==> src/rtl/game_timer_pkg.sv <==
// Shared types and defaults for the game clock and the game countdown.
package game_timer_pkg;
  localparam int unsigned GT_TICK_DIV = 1000000;
  localparam int unsigned GT_WIDTH    = 10;

  typedef enum logic [1:0] {
    ST_IDLE,
    ST_RUN,
    ST_PAUSE,
    ST_EXPIRED
  } gt_state_e;
endpackage

==> src/rtl/game_countdown_tick_prescaler.sv <==
// tick_prescaler: counts 0..TICK_DIV-1 while enabled, strobes tick on the wrap.
module tick_prescaler
  import game_timer_pkg::*;
#(
  parameter int unsigned TICK_DIV = GT_TICK_DIV
) (
  input  logic clk,
  input  logic rst_n,
  input  logic enable,
  input  logic clear,
  output logic tick
);
  localparam int unsigned PW = $clog2(TICK_DIV);
  localparam logic [PW-1:0] LAST = PW'(TICK_DIV - 1);

  logic [PW-1:0] cnt_q, cnt_d;

  always_comb begin
    cnt_d = cnt_q;
    if (clear)       cnt_d = '0;
    else if (enable) cnt_d = (cnt_q == LAST) ? '0 : cnt_q + PW'(1);
  end

  assign tick = enable && !clear && (cnt_q == LAST);

  always_ff @(posedge clk) begin
    if (!rst_n) cnt_q <= '0;
    else        cnt_q <= cnt_d;
  end
endmodule

==> src/rtl/game_countdown.sv <==
// Down-counting game timer in tenths of a second with a one-cycle timeout strobe.
// Define GAME_COUNTDOWN_AUTO_RELOAD_EN to restart from the last preset on expiry.
module game_countdown
  import game_timer_pkg::*;
#(
  parameter int unsigned WIDTH    = GT_WIDTH,
  parameter int unsigned TICK_DIV = GT_TICK_DIV
) (
  input  logic             CLOCK10M,
  input  logic             KEY0,
  input  logic             load,
  input  logic [WIDTH-1:0] load_value,
  input  logic             start,
  input  logic             pause,
  output logic [WIDTH-1:0] count_out,
  output logic             running,
  output logic             expired,
  output logic             timeout_pulse
);
  gt_state_e        state_q, state_d;
  logic [WIDTH-1:0] count_q, count_d;
  logic             running_q, expired_q, pulse_q, pulse_d;
  logic             pre_en, pre_clear, tick;
`ifdef GAME_COUNTDOWN_AUTO_RELOAD_EN
  logic [WIDTH-1:0] reload_q, reload_d;
`endif

  // Prescaler freezes on the cycle a pause is accepted so no tick is lost.
  assign pre_clear = load || (state_q == ST_IDLE && start);
  assign pre_en    = (state_q == ST_RUN) && !load && !(pause && !start);

  tick_prescaler #(.TICK_DIV(TICK_DIV)) u_pre (
    .clk    (CLOCK10M),
    .rst_n  (KEY0),
    .enable (pre_en),
    .clear  (pre_clear),
    .tick   (tick)
  );

  always_comb begin
    state_d = state_q;
    count_d = count_q;
    pulse_d = 1'b0;
`ifdef GAME_COUNTDOWN_AUTO_RELOAD_EN
    reload_d = reload_q;
`endif
    if (load) begin
      count_d = load_value;
      state_d = ST_IDLE;
`ifdef GAME_COUNTDOWN_AUTO_RELOAD_EN
      reload_d = load_value;
`endif
    end else begin
      case (state_q)
        ST_IDLE: if (start) begin
          if (count_q == '0) begin
            state_d = ST_EXPIRED;
            pulse_d = 1'b1;
          end else begin
            state_d = ST_RUN;
          end
        end
        ST_RUN: begin
          if (pause && !start) begin
            state_d = ST_PAUSE;
          end else if (tick && count_q != '0) begin
            count_d = count_q - WIDTH'(1);
            if (count_q == WIDTH'(1)) begin
              pulse_d = 1'b1;
`ifdef GAME_COUNTDOWN_AUTO_RELOAD_EN
              if (reload_q != '0) count_d = reload_q;
              else                state_d = ST_EXPIRED;
`else
              state_d = ST_EXPIRED;
`endif
            end
          end
        end
        ST_PAUSE: if (start && !pause) state_d = ST_RUN;
        default: ;
      endcase
    end
  end

  always_ff @(posedge CLOCK10M) begin
    if (!KEY0) begin
      state_q   <= ST_IDLE;
      count_q   <= '0;
      running_q <= 1'b0;
      expired_q <= 1'b0;
      pulse_q   <= 1'b0;
`ifdef GAME_COUNTDOWN_AUTO_RELOAD_EN
      reload_q  <= '0;
`endif
    end else begin
      state_q   <= state_d;
      count_q   <= count_d;
      running_q <= (state_d == ST_RUN);
      expired_q <= (state_d == ST_EXPIRED);
      pulse_q   <= pulse_d;
`ifdef GAME_COUNTDOWN_AUTO_RELOAD_EN
      reload_q  <= reload_d;
`endif
    end
  end

  assign count_out     = count_q;
  assign running       = running_q;
  assign expired       = expired_q;
  assign timeout_pulse = pulse_q;
endmodule

==> config.mk <==
export PLATFORM = sky130hd
export DESIGN_NAME = game_countdown
export DESIGN_NICKNAME = d
export VERILOG_FILES = /design/src/rtl/game_timer_pkg.sv /design/src/rtl/game_countdown_tick_prescaler.sv /design/src/rtl/game_countdown.sv
export SDC_FILE = /design/constraint.sdc
export NUM_CORES = 1
export LEC_CHECK = 0
export BUFFER_PORTS_ARGS = -buffer_cell sky130_fd_sc_hd__buf_2
export CELL_PAD_IN_SITES_DETAIL_PLACEMENT = 1
export CELL_PAD_IN_SITES_GLOBAL_PLACEMENT = 1
export CORE_ASPECT_RATIO = 0.75
export CORE_MARGIN = 2
export CORE_UTILIZATION = 48
export CTS_BUF_LIST = sky130_fd_sc_hd__clkbuf_8
export DETAILED_ROUTE_END_ITERATION = 12
export PLACE_DENSITY = 0.85
export SLEW_MARGIN = 20
export SYNTH_ARGS = -nofsm -noshare
export SYNTH_HDL_FRONTEND = slang
export SYNTH_SLANG_ARGS = --single-unit
export TNS_END_PERCENT = 1
==> constraint.sdc <==
create_clock -name CLOCK10M -period 3.3 [get_ports CLOCK10M]
set_input_delay 0.66 -clock CLOCK10M [delete_from_list [all_inputs] [get_ports CLOCK10M]]
set_output_delay 0.66 -clock CLOCK10M [all_outputs]
set_load 0.01 [all_outputs]
Yosys cells after proc, flatten, opt, wreduce, memory -nomap -nowiden
Cells that the tools add are included.

storage, ports and cells
  register bits after elaboration = 35
  bits of input ports = 15
  output and inout port bits = 13
  word-level logic and storage cells = 57

cells by class
  $add $sub $neg = 2
  equality and inequality tests = 7
  mux-type cells = 19
  bitwise gates (word level) = 1
  reduce and logical (&&, ||, !) cells = 22

operators with widths
  operator                                               count
  two-way mux 10 bit                                     4
  adder 20 x 1 -> 20 bit (second input constant)         1
  equality test 20 bit (second input constant)           1
  two-way mux 20 bit                                     1
  two-way mux 2 bit                                      7
  equality test 10 x 1 -> 1 bit (second input constant)  1
  logical NOT 10 bit                                     1
  nonzero test 10 bit                                    1
  subtractor 10 x 1 -> 10 bit (second input constant)    1
  logical AND 1 bit                                      8
  case mux 2 bit (3 select lines)                        1
  logical NOT 1 bit                                      5
  two-way mux 1 bit                                      5
  equality test 2 x 1 -> 1 bit (second input constant)   2
  equality test 2 bit (second input constant)            2
  nonzero test 2 bit                                     2
  OR reduction 2 bit                                     2
  AND reduction 3 bit                                    1
  logical NOT 2 bit                                      1
  inequality test 2 bit (second input constant)          1
  case mux 1 bit (2 select lines)                        1
  logical OR 1 bit                                       1
  inverter 1 bit                                         1

Logic depth before layout (Yosys ltp)
  depth after elaboration = 12
  gate-level depth with buffers = 7
  mapped depth without buffers = 7

By module
A second synthesis with hierarchy kept.

second synthesis, totals
  cell total of the unflattened synthesis = 228
  area total of the unflattened synthesis = 1935.6 um^2

by module, submodules not included
  module          instances  cells each  area an instance (um^2)  seq. area each (um^2)
  tick_prescaler  1          114         973.4                    400.4
  game_countdown  1          114         962.2                    300.3

Worst setup path after synthesis
Ideal clock, no wire load.

  kind = input to register
  start = in pause
  end = reg count_q[4], in the netlist count_out[4]
  setup time = 0.074 ns
  data arrival time = 1.845 ns
  required time = 3.226 ns
  setup slack = 1.381 ns
  stages on the path = 6
  buffers on the path = 1
  cells stage by stage = nor2b_2 -> nor4_4 -> buf_6 -> nand2_2 -> or3_1 -> a31oi_1

on the way
  cells in the longest elaborated chain, start to end = 8
  elaborated cells on any way between the ends = 9
  those cells by class = 1 x eq/ne; 8 x reduce/logical

ends and longest elaborated chain
  element                            RTL line                                    text
  from (decl)                        game_countdown.sv:14                        input logic pause,
  logical AND 1 bit (*)              game_countdown.sv:30, game_countdown.sv:64
  logical NOT 1 bit                  game_countdown.sv:30                        assign pre_en = (state_q == ST_RUN) && !load && !(pause && !start);
  logical AND 1 bit                  game_countdown.sv:30
  logical AND 1 bit (2 in series)    game_countdown_tick_prescaler.sv:24         assign tick = enable && !clear && (cnt_q == LAST);
  logical AND 1 bit                  game_countdown.sv:66                        end else if (tick && count_q != '0) begin
  nonzero test 2 bit (no line)       n/a
  AND reduction 3 bit (no line) (*)  n/a
  to (signal assigned)               game_countdown.sv:97                        count_q <= count_d;
  to (decl)                          game_countdown.sv:21                        logic [WIDTH-1:0] count_q, count_d;

Every way passes the cells marked *; elsewhere a longest branch is shown, timed or not.
A chain may end at the register's enable or synchronous reset.

Worst setup path in the final report
  start = in load
  end = reg count_q[2], in the netlist count_out[2]

on the way
  cells in the longest elaborated chain, start to end = 8
  elaborated cells on any way between the ends = 13
  those cells by class = 1 x eq/ne; 1 x mux; 11 x reduce/logical

ends and longest elaborated chain
  element                          RTL line                             text
  from (decl)                      game_countdown.sv:11                 input logic load,
  logical NOT 1 bit                game_countdown.sv:30
  logical AND 1 bit (2 in series)  game_countdown.sv:30
  logical AND 1 bit (2 in series)  game_countdown_tick_prescaler.sv:24
  logical AND 1 bit                game_countdown.sv:66
  nonzero test 2 bit (no line)     n/a
  AND reduction 3 bit (no line)    n/a

Several ways; a longest one is shown, not always the timed one.

==> results.yml <==
drt:
  wirelength_um: 4532
  num_vias: 1630
  dr.pass1.iters: 4
  ant_nets: 0
  routed_via_density: 5.601
  wl_per_cell_um: 15.57
  detailedRoute.firstIterationViolations: 58
  drc: 0
cts:
  ctsResizeCount: 0
  clk_latency_ns: 0.28
  htreeDepth: 2
  cts_num_sinks: 35
  cts_buffer_depth: 2
  cts.reportedPaths.clkPinSlew_ns: 0.07
  hold_buffers: 0
  cts_root_buf: "clkbuf_8"
  cts_buffers: 5
  cts_tree: "done"
  post_cts_buffers: 0
finish:
  seq_area_sq_um: 700.7
  num-fill-cells: 464
  design_area_sq_um: 2110
  n_antenna_cell: 0
  drive_gt1_share_pct: 21.34
  area_growth_pct: 11.14
  final_cells: 291
  multi_input_area_sq_um: 1114
  finalNetCount: 259
setup_path:
  worstSetupStartpointType: "input port"
  r2r_cells: 7
  critPathMaxFanout: 13
  r2r_end: "count_out[6]"
  regToRegStartpoint: "count_out[0]"
  worstSetupEndpointType: "register"
  worstPathArrival_ns: 2.47
  critPathLaunch: "load"
  ff2ff_setup_slack_ns: 1.01
  critPathRequiredTime_ns: 3.47
  critPathKind: "in2reg"
worst_hold_path:
  hold_depth: 2
  hp-start: "u_pre.cnt_q[19]"
  hold_end: "u_pre.cnt_q[19]"
  min_path_type: "reg2reg"
timing:
  finalSetupViolations: 0
  clock-skew-final_ns: 0.003380
  tightest_slew_ns: 0.7910
  maxSlewHeadroom_pct: 46.83
  setup-tns-final_ns: 0
  final-max-slew-violation-count: 0
  rsz0062_at_grt: "no"
  hold_viol: 0
  fmax_ghz: 0.4344
  min_period_over_period_pct: 69.76
  finalWorstPathRequiredPeriod_ns: 2.302
global_routing:
  antenna_found_initial: 0
  grt_max_degree: 21
  grt-ovfl-total: 0
  grt_pass1_wl_um: 7817
  grt.total_usage_pct: 21.98
  first_global_vias: 1639
synthesis:
  synth_top_family_by_area: "simple AND/OR/NAND/NOR gates"
  ys_seq_area_share_pct: 36.91
  ys.flop_type: "dfxtp_1"
  syn-num-nets: 233
  synthDistinctLibCells: 48
  syn_area_sq_um: 1898
  syn_inst: 214
  synth_compound_area_share_pct: 11.21
  synth_mux_area_share_pct: 0.5274
  async_flop_share_pct: 0
  syn_avg_cell_area_sq_um: 8.869
  synth_xor_area_share_pct: 10.61
  synth-simple-area-share_pct: 33.68
  yosys_warnings: 0
  ys_seq_elements: 35
  synthAdderAreaFrac_pct: 2.637
  synth_edf_count: 0
floorplanning:
  start_util_pct: 50.85
  coreArea_sq_um: 3732
  dieWidth_um: 76.61
  die_y_um: 58.46
  die_area_sq_um: 4479
  num_rows: 19
  io_pins: 28
placement:
  dpl_cell_area_sq_um: 2037
  hpwl_um: 3262
  placed_cells: 285
  portBuffers: 27
  gp_congestion: 0.8344
run:
  maxCapViolCount: 0
power_and_ir_drop:
  leakage_uw: 0.0007773
  cellPowerDensity_nw_per_um2: 388.6
  ir_drop_v: 0.0002399
run_status:
  outcome: "complete, no violations"
[area by class of cell]
type	instances	share of cell area, %
repair buffers	27	6.406
clock buffers	5	3.262
flip-flops and latches	35	33.21
well taps	52	3.084
multi-input cells	165	52.79
inverters	6	1.068
clock inverters	1	0.1779
[per-stage QoR]
step	utilization, %	power (uW)	hold WS, ns	worst slack [ns]
3_5_place_dp	54.58	546.4	0.5208	0.7344
2_1_floorplan	-	514.3	0.4722	1.381
5_1_grt	56.52	858.5	0.5806	0.7839
3_3_place_gp	54.58	544.1	0.4892	0.7951
6_report	56.52	819.8	0.5306	0.9979
4_1_cts	56.52	827.5	0.5391	1.016
[worst max-delay path, stage by stage]
cell,delay [ns]
buf_2,0.17
nand3b_1,0.24
nor4_4,0.64
and3_1,0.37
a21oi_1,0.10
o31a_1,0.30
[metal layers]
layer  track usage, %  vias up  share of wire (%)  wire length [um]
li1                 -      817                  -                 -
met1            30.36      772                 52              2342
met2            34.77       37                 44              1989
met3            4.601        4                3.7               168
met4            7.532        0               0.68                31
met5                0        -                  0                 0
[cells in the final DEF, fill, tap and decap left out, drive strengths merged, types with 3 or more instances in the layout]
master and n:
nand2b 3, buf 27, o31a 3, nor3b 3, or3 3, nor4 4, o21ai 9, and4 5
and3 4, nor2 28, nand3 14, xnor2 7, nand2 13, a21oi 8, clkbuf 5, nand4 9
inv 7, and2 3, nor3 6, dfxtp 35, ha 4, xor2 16
[Yosys cell counts, drive strengths merged (3+ instances only)]
master,count,share of area (%)
dfxtp,35,37
nor2,28,6.9
xor2,16,7.4
nand3,14,3.7
nand2,13,2.7
nand4,9,3.3
o21ai,9,2.4
a21oi,8,2.1
xnor2,7,3.2
inv,6,1.2
nor3,6,1.6
and4,5,2.3
buf,5,2.6
and3,4,1.3
ha,4,2.6
nor4,4,3.2
and2,3,1.1
clkbuf,3,0.59
nand2b,3,0.99
nor3b,3,1.2
o31a,3,1.4
or3,3,1.3
[sequential cells by signal, summed over array words and instances, names as in the netlist]
signal / count
expired: 1
timeout_pulse: 1
u_pre.cnt_q: 20
count_out: 10
state_q: 2
running: 1
[logic make-up (layout without fill, tap and decap cells)]
family	Yosys count	in the layout
and+or+nand+nor	104	104
DFF	35	35
AOI/OAI and AO/OA	33	33
xor gates and xnor gates	23	23
buffers and inverters	14	39
adders and majority gates	4	4
muxes	1	1
[worst max path at each step]
stage | end | slack [ns] | cells after the start
after floorplan | count_out[4] | 1.38 | 6
after global routing | count_out[6] | 0.78 | 7
final | count_out[2] | 1.0 | 6
after detailed placement | count_out[2] | 0.73 | 6
after CTS | count_out[6] | 1.02 | 7
after global placement | count_out[2] | 0.80 | 6
[report_power, final]
group	internal, uW	switching (uW)
Sequential	432	14.5
Clock	138	143
Combinational	38.1	54.1
Total	608	212
(Power assumes the default switching activity.)
